<file path="src/rtl/irq_controller_if.sv">
// Bus and pipeline-handshake bundle for irq_controller.
// Handshake: irq_req holds until the pipeline answers with a one-cycle irq_ack
// (epc_in valid with it); in_service then holds until a one-cycle eret.
interface irq_controller_if #(
  parameter int ID_W = 3
);
  logic            rd;
  logic            wr;
  logic [31:0]     addr;
  logic [31:0]     wdata;
  logic [31:0]     rdata;
  logic            irq_req;
  logic [ID_W-1:0] irq_id;
  logic            irq_ack;
  logic            eret;
  logic [31:0]     epc_in;
  logic            in_service;

  modport master (
    output rd, wr, addr, wdata, irq_ack, eret, epc_in,
    input  rdata, irq_req, irq_id, in_service
  );

  modport slave (
    input  rd, wr, addr, wdata, irq_ack, eret, epc_in,
    output rdata, irq_req, irq_id, in_service
  );
endinterface

</file>
<file path="src/rtl/irq_controller.sv">
// Prioritised, memory-mapped interrupt controller with per-source level/edge mode
// and a request/acknowledge/return handshake to the pipeline.
module irq_controller #(
  parameter int          NUM_SRC = 8,
  parameter int          ID_W    = 3,
  parameter logic [31:0] BASE    = 32'h4000_0100
) (
  input  logic               clk,
  input  logic               reset,
  input  logic [NUM_SRC-1:0] irq_src,
  irq_controller_if.slave    bus,
  output logic [1:0]         dbg_state
);

  typedef enum logic [1:0] {
    S_IDLE    = 2'd0,
    S_REQ     = 2'd1,
    S_SERVICE = 2'd2
  } state_t;

  state_t             state_q, state_d;
  logic [ID_W-1:0]    irq_id_q, irq_id_d;
  logic [NUM_SRC-1:0] enable_q, enable_d;
  logic [NUM_SRC-1:0] mode_q, mode_d;
  logic [NUM_SRC-1:0] pend_q, pend_d;
  logic [NUM_SRC-1:0] src_prev_q, src_prev_d;
  logic [31:0]        epc_q, epc_d;
  logic               gctrl_q, gctrl_d;

  logic [31:0]        offset;
  logic               hit;
  logic [2:0]         reg_sel;
  logic               we_enable, we_mode, we_pend, we_epc, we_gctrl;
  logic [NUM_SRC-1:0] eligible, rise, w1c, ack_clr, mode_chg, edge_keep;
  logic [ID_W-1:0]    winner;
  logic               ack_take;

  assign offset   = bus.addr - BASE;
  assign hit      = (offset < 32'd24) && (offset[1:0] == 2'b00);
  assign reg_sel  = offset[4:2];

  assign we_enable = bus.wr && hit && (reg_sel == 3'd0);
  assign we_mode   = bus.wr && hit && (reg_sel == 3'd1);
  assign we_pend   = bus.wr && hit && (reg_sel == 3'd2);
  assign we_epc    = bus.wr && hit && (reg_sel == 3'd4);
  assign we_gctrl  = bus.wr && hit && (reg_sel == 3'd5);

  assign eligible = pend_q & enable_q & {NUM_SRC{gctrl_q}};
  assign ack_take = (state_q == S_REQ) && bus.irq_ack;

  always_comb begin
    winner = '0;
    for (int i = NUM_SRC - 1; i >= 0; i--) begin
      if (eligible[i]) winner = ID_W'(i);
    end
  end

  always_comb begin
    ack_clr = '0;
    for (int i = 0; i < NUM_SRC; i++) begin
      ack_clr[i] = ack_take && (irq_id_q == ID_W'(i));
    end
  end

  always_comb begin
    state_d    = state_q;
    irq_id_d   = irq_id_q;
    enable_d   = enable_q;
    mode_d     = mode_q;
    gctrl_d    = gctrl_q;
    epc_d      = epc_q;
    src_prev_d = irq_src;
    if (we_enable) enable_d = bus.wdata[NUM_SRC-1:0];
    if (we_mode)   mode_d   = bus.wdata[NUM_SRC-1:0];
    if (we_gctrl)  gctrl_d  = bus.wdata[0];
    if (we_epc)    epc_d    = bus.wdata;
    case (state_q)
      S_IDLE: begin
        if (|eligible) begin
          state_d  = S_REQ;
          irq_id_d = winner;
        end
      end
      S_REQ: begin
        // An ack commits the current id and its PC, even if a bus write targets EPC.
        if (bus.irq_ack) begin
          state_d = S_SERVICE;
          epc_d   = bus.epc_in;
        end else if (|eligible) begin
          irq_id_d = winner;
        end else begin
          state_d = S_IDLE;
        end
      end
      S_SERVICE: begin
        if (bus.eret) state_d = S_IDLE;
      end
      default: state_d = S_IDLE;
    endcase
  end

  // Level bits mirror the sampled source; edge bits are sticky, and a new edge beats any clear.
  assign mode_chg  = mode_d ^ mode_q;
  assign rise      = irq_src & ~src_prev_q;
  assign w1c       = we_pend ? bus.wdata[NUM_SRC-1:0] : '0;
  assign edge_keep = pend_q & ~w1c & ~ack_clr;
  assign pend_d    = (mode_d & ~mode_chg & (rise | edge_keep)) | (~mode_d & irq_src);

  always_ff @(posedge clk) begin
    if (reset) begin
      state_q    <= S_IDLE;
      irq_id_q   <= '0;
      enable_q   <= '0;
      mode_q     <= '0;
      pend_q     <= '0;
      src_prev_q <= '0;
      epc_q      <= '0;
      gctrl_q    <= 1'b0;
    end else begin
      state_q    <= state_d;
      irq_id_q   <= irq_id_d;
      enable_q   <= enable_d;
      mode_q     <= mode_d;
      pend_q     <= pend_d;
      src_prev_q <= src_prev_d;
      epc_q      <= epc_d;
      gctrl_q    <= gctrl_d;
    end
  end

  always_comb begin
    bus.rdata = '0;
    if (bus.rd && hit) begin
      case (reg_sel)
        3'd0:    bus.rdata = 32'(enable_q);
        3'd1:    bus.rdata = 32'(mode_q);
        3'd2:    bus.rdata = 32'(pend_q);
        3'd3:    bus.rdata = {23'd0, state_q == S_SERVICE, 8'(irq_id_q)};
        3'd4:    bus.rdata = epc_q;
        3'd5:    bus.rdata = {31'd0, gctrl_q};
        default: bus.rdata = '0;
      endcase
    end
  end

  assign bus.irq_req    = (state_q == S_REQ);
  assign bus.in_service = (state_q == S_SERVICE);
  assign bus.irq_id     = irq_id_q;
  assign dbg_state      = state_q;

endmodule

</file>
<file path="src/flat_wrapper.sv">
// flat-port wrapper written by rule: the top's interface ports become plain ports
module irq_controller_flat 
#(
  parameter int          NUM_SRC = 8,
  parameter int          ID_W    = 3,
  parameter logic [31:0] BASE    = 32'h4000_0100
)
  (clk, reset, irq_src, dbg_state, bus_rd, bus_wr, bus_addr, bus_wdata, bus_irq_ack, bus_eret, bus_epc_in, bus_rdata, bus_irq_req, bus_irq_id, bus_in_service);
  irq_controller_if #(.ID_W(ID_W)) bus_i ();
  input  logic clk;
  input  logic reset;
  input  logic [NUM_SRC-1:0] irq_src;
  output logic [1:0] dbg_state;
  input wire logic [$bits(bus_i.rd)-1:0] bus_rd;
  input wire logic [$bits(bus_i.wr)-1:0] bus_wr;
  input wire logic [$bits(bus_i.addr)-1:0] bus_addr;
  input wire logic [$bits(bus_i.wdata)-1:0] bus_wdata;
  input wire logic [$bits(bus_i.irq_ack)-1:0] bus_irq_ack;
  input wire logic [$bits(bus_i.eret)-1:0] bus_eret;
  input wire logic [$bits(bus_i.epc_in)-1:0] bus_epc_in;
  output wire logic [$bits(bus_i.rdata)-1:0] bus_rdata;
  output wire logic [$bits(bus_i.irq_req)-1:0] bus_irq_req;
  output wire logic [$bits(bus_i.irq_id)-1:0] bus_irq_id;
  output wire logic [$bits(bus_i.in_service)-1:0] bus_in_service;
  assign bus_i.rd = bus_rd;
  assign bus_i.wr = bus_wr;
  assign bus_i.addr = bus_addr;
  assign bus_i.wdata = bus_wdata;
  assign bus_i.irq_ack = bus_irq_ack;
  assign bus_i.eret = bus_eret;
  assign bus_i.epc_in = bus_epc_in;
  assign bus_rdata = bus_i.rdata;
  assign bus_irq_req = bus_i.irq_req;
  assign bus_irq_id = bus_i.irq_id;
  assign bus_in_service = bus_i.in_service;
  irq_controller #(.NUM_SRC(NUM_SRC), .ID_W(ID_W), .BASE(BASE)) u_core (.clk(clk), .reset(reset), .irq_src(irq_src), .bus(bus_i), .dbg_state(dbg_state));
endmodule
</file>
<file path="config.mk">
export PLATFORM = sky130hd
export DESIGN_NAME = irq_controller_flat
export DESIGN_NICKNAME = d
export VERILOG_FILES = /design/src/rtl/irq_controller_if.sv /design/src/rtl/irq_controller.sv /design/src/flat_wrapper.sv
export SDC_FILE = /design/constraint.sdc
export NUM_CORES = 1
export LEC_CHECK = 0
export CAP_MARGIN = 20
export CELL_PAD_IN_SITES_DETAIL_PLACEMENT = 1
export CELL_PAD_IN_SITES_GLOBAL_PLACEMENT = 1
export CORE_ASPECT_RATIO = 0.9
export CORE_UTILIZATION = 35
export DETAILED_ROUTE_END_ITERATION = 10
export HOLD_SLACK_MARGIN = 0.02
export MAX_ROUTING_LAYER = met4
export PLACE_DENSITY_LB_ADDON = 0.1
export SYNTH_ARGS = -nofsm -noshare
export SYNTH_HDL_FRONTEND = slang
export SYNTH_SLANG_ARGS = --single-unit
</file>
<file path="constraint.sdc">
create_clock -name clk -period 5.3 [get_ports clk]
set_input_delay 0.53 -clock clk [delete_from_list [all_inputs] [get_ports clk]]
set_output_delay 0.53 -clock clk [all_outputs]
set_load 0.05 [all_outputs]
</file>
==> results_dict.tcl <==
set metrics [dict create \
    status "complete, no violations" \
    placed_area_mm2 0.005799 \
    ir_drop_mv 0.1645 \
    stdcell_area_mm2 0.006148 \
    cp-start-kind "primary input" \
    hold_buffers 0 \
    die_w_um 117.8 \
    vias 4390 \
    grt_pass1_vias 4556 \
    avgSynthCellArea_um2 8.020 \
    clk-insertion-delay-late_ps 330 \
    synthToLayoutAreaGrowth_pct 45.47 \
    utilization_pct 53.12 \
    syn_inst 527 \
    first_pass_iters 4 \
    coreArea_mm2 0.01157 \
    antenna_found_initial 0 \
    path_clk_slew_ps 60 \
    p_sw_share_pct 21.96 \
    power_per_cell_area_mw_per_mm2 229.2 \
    crit_type "in -> out" \
    seq_area_frac_synth_pct 33.16 \
    leakage_nw 2.102 \
    drt-wirelength-per-cell_um 17.84 \
    drc 0 \
    hold_path.class "reg -> reg" \
    synth_top_area_share_pct 33.16 \
    p_seq_share_pct 38.1 \
    cp_data_arrival_time_ps 4210 \
    gp_congestion 0.8563 \
    skew_ps 6.067 \
    setup_viol 0 \
    endpoint_kind "output pin" \
    p_clk_share_pct 50.3 \
    dpl.hpwl_um 10700 \
    period_share_pct 89.38 \
    rsz0062_at_grt "no" \
    row_count 37 \
    ys_warn_count 0 \
    dr.first_iter.drc_count 202 \
    tightest_slew_ps 826.8 \
    grt_usage_pct 24.31 \
    viasPerCell 5.354 \
    gr-total-overflow 0 \
    p_comb_share_pct 11.6 \
    grt_pass1_wl_um 23520 \
    max_cap_viol_count 0 \
    synth_common_cells "94 x nor2_1, 70 x dfxtp_1, 57 x mux2i_1, 34 x nand2_1, 33 x a211oi_1" \
    finalHoldViolations 0 \
    ant_nets 0 \
    numPortBuffers 148 \
    cts_tree "built" \
    slew_headroom_pct 44.70 \
    start_util_pct 36.52 \
    grt_max_degree 71 \
    yosys_register_bits 70 \
    synth_flop_cell "dfxtp_1" \
    cts_setup_buffers 0 \
    cts_buffers 9 \
    cts_max_level 3 \
    syn_area_mm2 0.004227 \
    fp.dieArea_mm2 0.01252 \
    drive_gt1_share_pct 6.024 \
    synth.most_common_cell "nor2_1" \
    synthArstFlopShare_pct 0 \
    fin_tns_setup_ps 0 \
    yosys-top-cells-area "dfxtp_1 33%, mux2i_1 13%, nor2_1 8.3%" \
    clockBufferDepth 2 \
    crit_fanout 23 \
    synth.distinct_cells 48 \
    final_nets 769 \
    routed_wirelength_um 14630 \
    switchingPower_w 0.0003094 \
    synth_fp_nets 637 \
    slew_violations 0 \
    synth_area_leader_cell "dfxtp_1" \
    p_int_w 0.001100 \
    critical_path_required_ps 4770 \
    cts_root_buf "clkbuf_16" \
    insertedDiodeCount 0 \
    fp.dieH_um 106.3 \
    io-pin-count 149 \
    clock.fmax_mhz 211.1 \
    ctsResizeCount 0 \
    synth-edff-count 0 \
    min_period_ps 4737 \
    cts_num_sinks 70 \
]
==> metrics by stage <==
stage               total power, W  hold slack (ps)  cells  worst slack (ps)
floorplan                0.0005997            473.7    527              1614
global placement         0.0007069            489.0    804             718.8
detailed placement       0.0007109            519.2    804             607.6
CTS                       0.001419            535.1    820             595.7
global route              0.001454            553.8    820             314.6
finish                    0.001409            528.2    820             562.7
==> power groups by stage <==
stage                     registers [W]  logic [W]  clock network [W]
after detailed placement       0.000548   0.000163                  0
after CTS                      0.000537   0.000164           0.000718
final                          0.000537   0.000164           0.000709
after floorplan                0.000547  0.0000531                  0
after global routing           0.000537   0.000177           0.000741
after global placement         0.000548   0.000159                  0
==> layer usage <==
layer	part of all wire (%)	vias up	GRT usage, %
met2	49	125	41.85
met4	1.3	0	7.234
li1	-	2136	-
met5	0	-	-
met3	5.5	14	4.989
met1	44	2115	28.59
==> sequential cells by signal (all words and copies together) (netlist names) <==
register           cells
u_core.dbg_state       2
u_core.epc_q          32
u_core.bus.irq_id      3
u_core.pend_q          8
u_core.src_prev_q      8
u_core.gctrl_q         1
u_core.mode_q          8
u_core.enable_q        8
==> critical path: stages <==
cell and delay, ps:
clkdlybuf4s50_1 470, nor3_1 420, nand4_1 290, nor4_2 330, nor3_1 180, or3_1 580
nor2_2 160, buf_4 230, and2_1 180, clkdlybuf4s50_1 820
==> final cells by class <==
| class | instances | area (um2) |
|---|---|---|
| tap | 156 | 195.2 |
| multi-input combinational | 406 | 2610 |
| sequential | 70 | 1401 |
| timing repair buffer | 155 | 1529 |
| clock buffer | 11 | 242.7 |
| fill | 1374 | 5425 |
| clock inverter | 5 | 106.4 |
| inverter | 17 | 63.81 |
==> cells in the final DEF, fill, tap and decap left out, types with 9 or more instances in the layout <==
cell,synthesis,final
a211oi_1,33,33
a21oi_1,21,21
a31oi_1,15,15
and2_1,24,24
clkbuf_16,0,9
clkdlybuf4s50_1,0,147
dfxtp_1,70,70
inv_1,17,17
mux2i_1,57,57
nand2_1,34,34
nand2b_1,24,24
nand3_1,12,12
nor2_1,94,94
o31ai_1,10,10
or3_1,12,12
==> kinds of logic (layout without fill, tap and decap cells) <==
family / Yosys count / in the layout / synth area share (%)
xor gates and xnor gates: 1 / 1 / 0.2073
muxes: 61 / 61 / 15.10
buffers and inverters: 51 / 188 / 5.210
AOI/OAI and AO/OA: 101 / 101 / 16.34
DFF: 70 / 70 / 33.16
and+or+nand+nor: 243 / 243 / 29.99
==> final timing paths <==
| path | startpoint | to | slack, ps | depth (start not counted) |
|---|---|---|---|---|
| worst max-delay path | bus_addr[18] | bus_rdata[20] | 560 | 10 |
| worst min-delay path | u_core.enable_q[4] | u_core.enable_q[4] | 530 | 2 |
| worst max register to register | u_core.dbg_state[0] | u_core.pend_q[6] | 3280 | 7 |
| worst min register to register | u_core.enable_q[4] | u_core.enable_q[4] | 530 | 2 |
(Power assumes the default switching activity.)
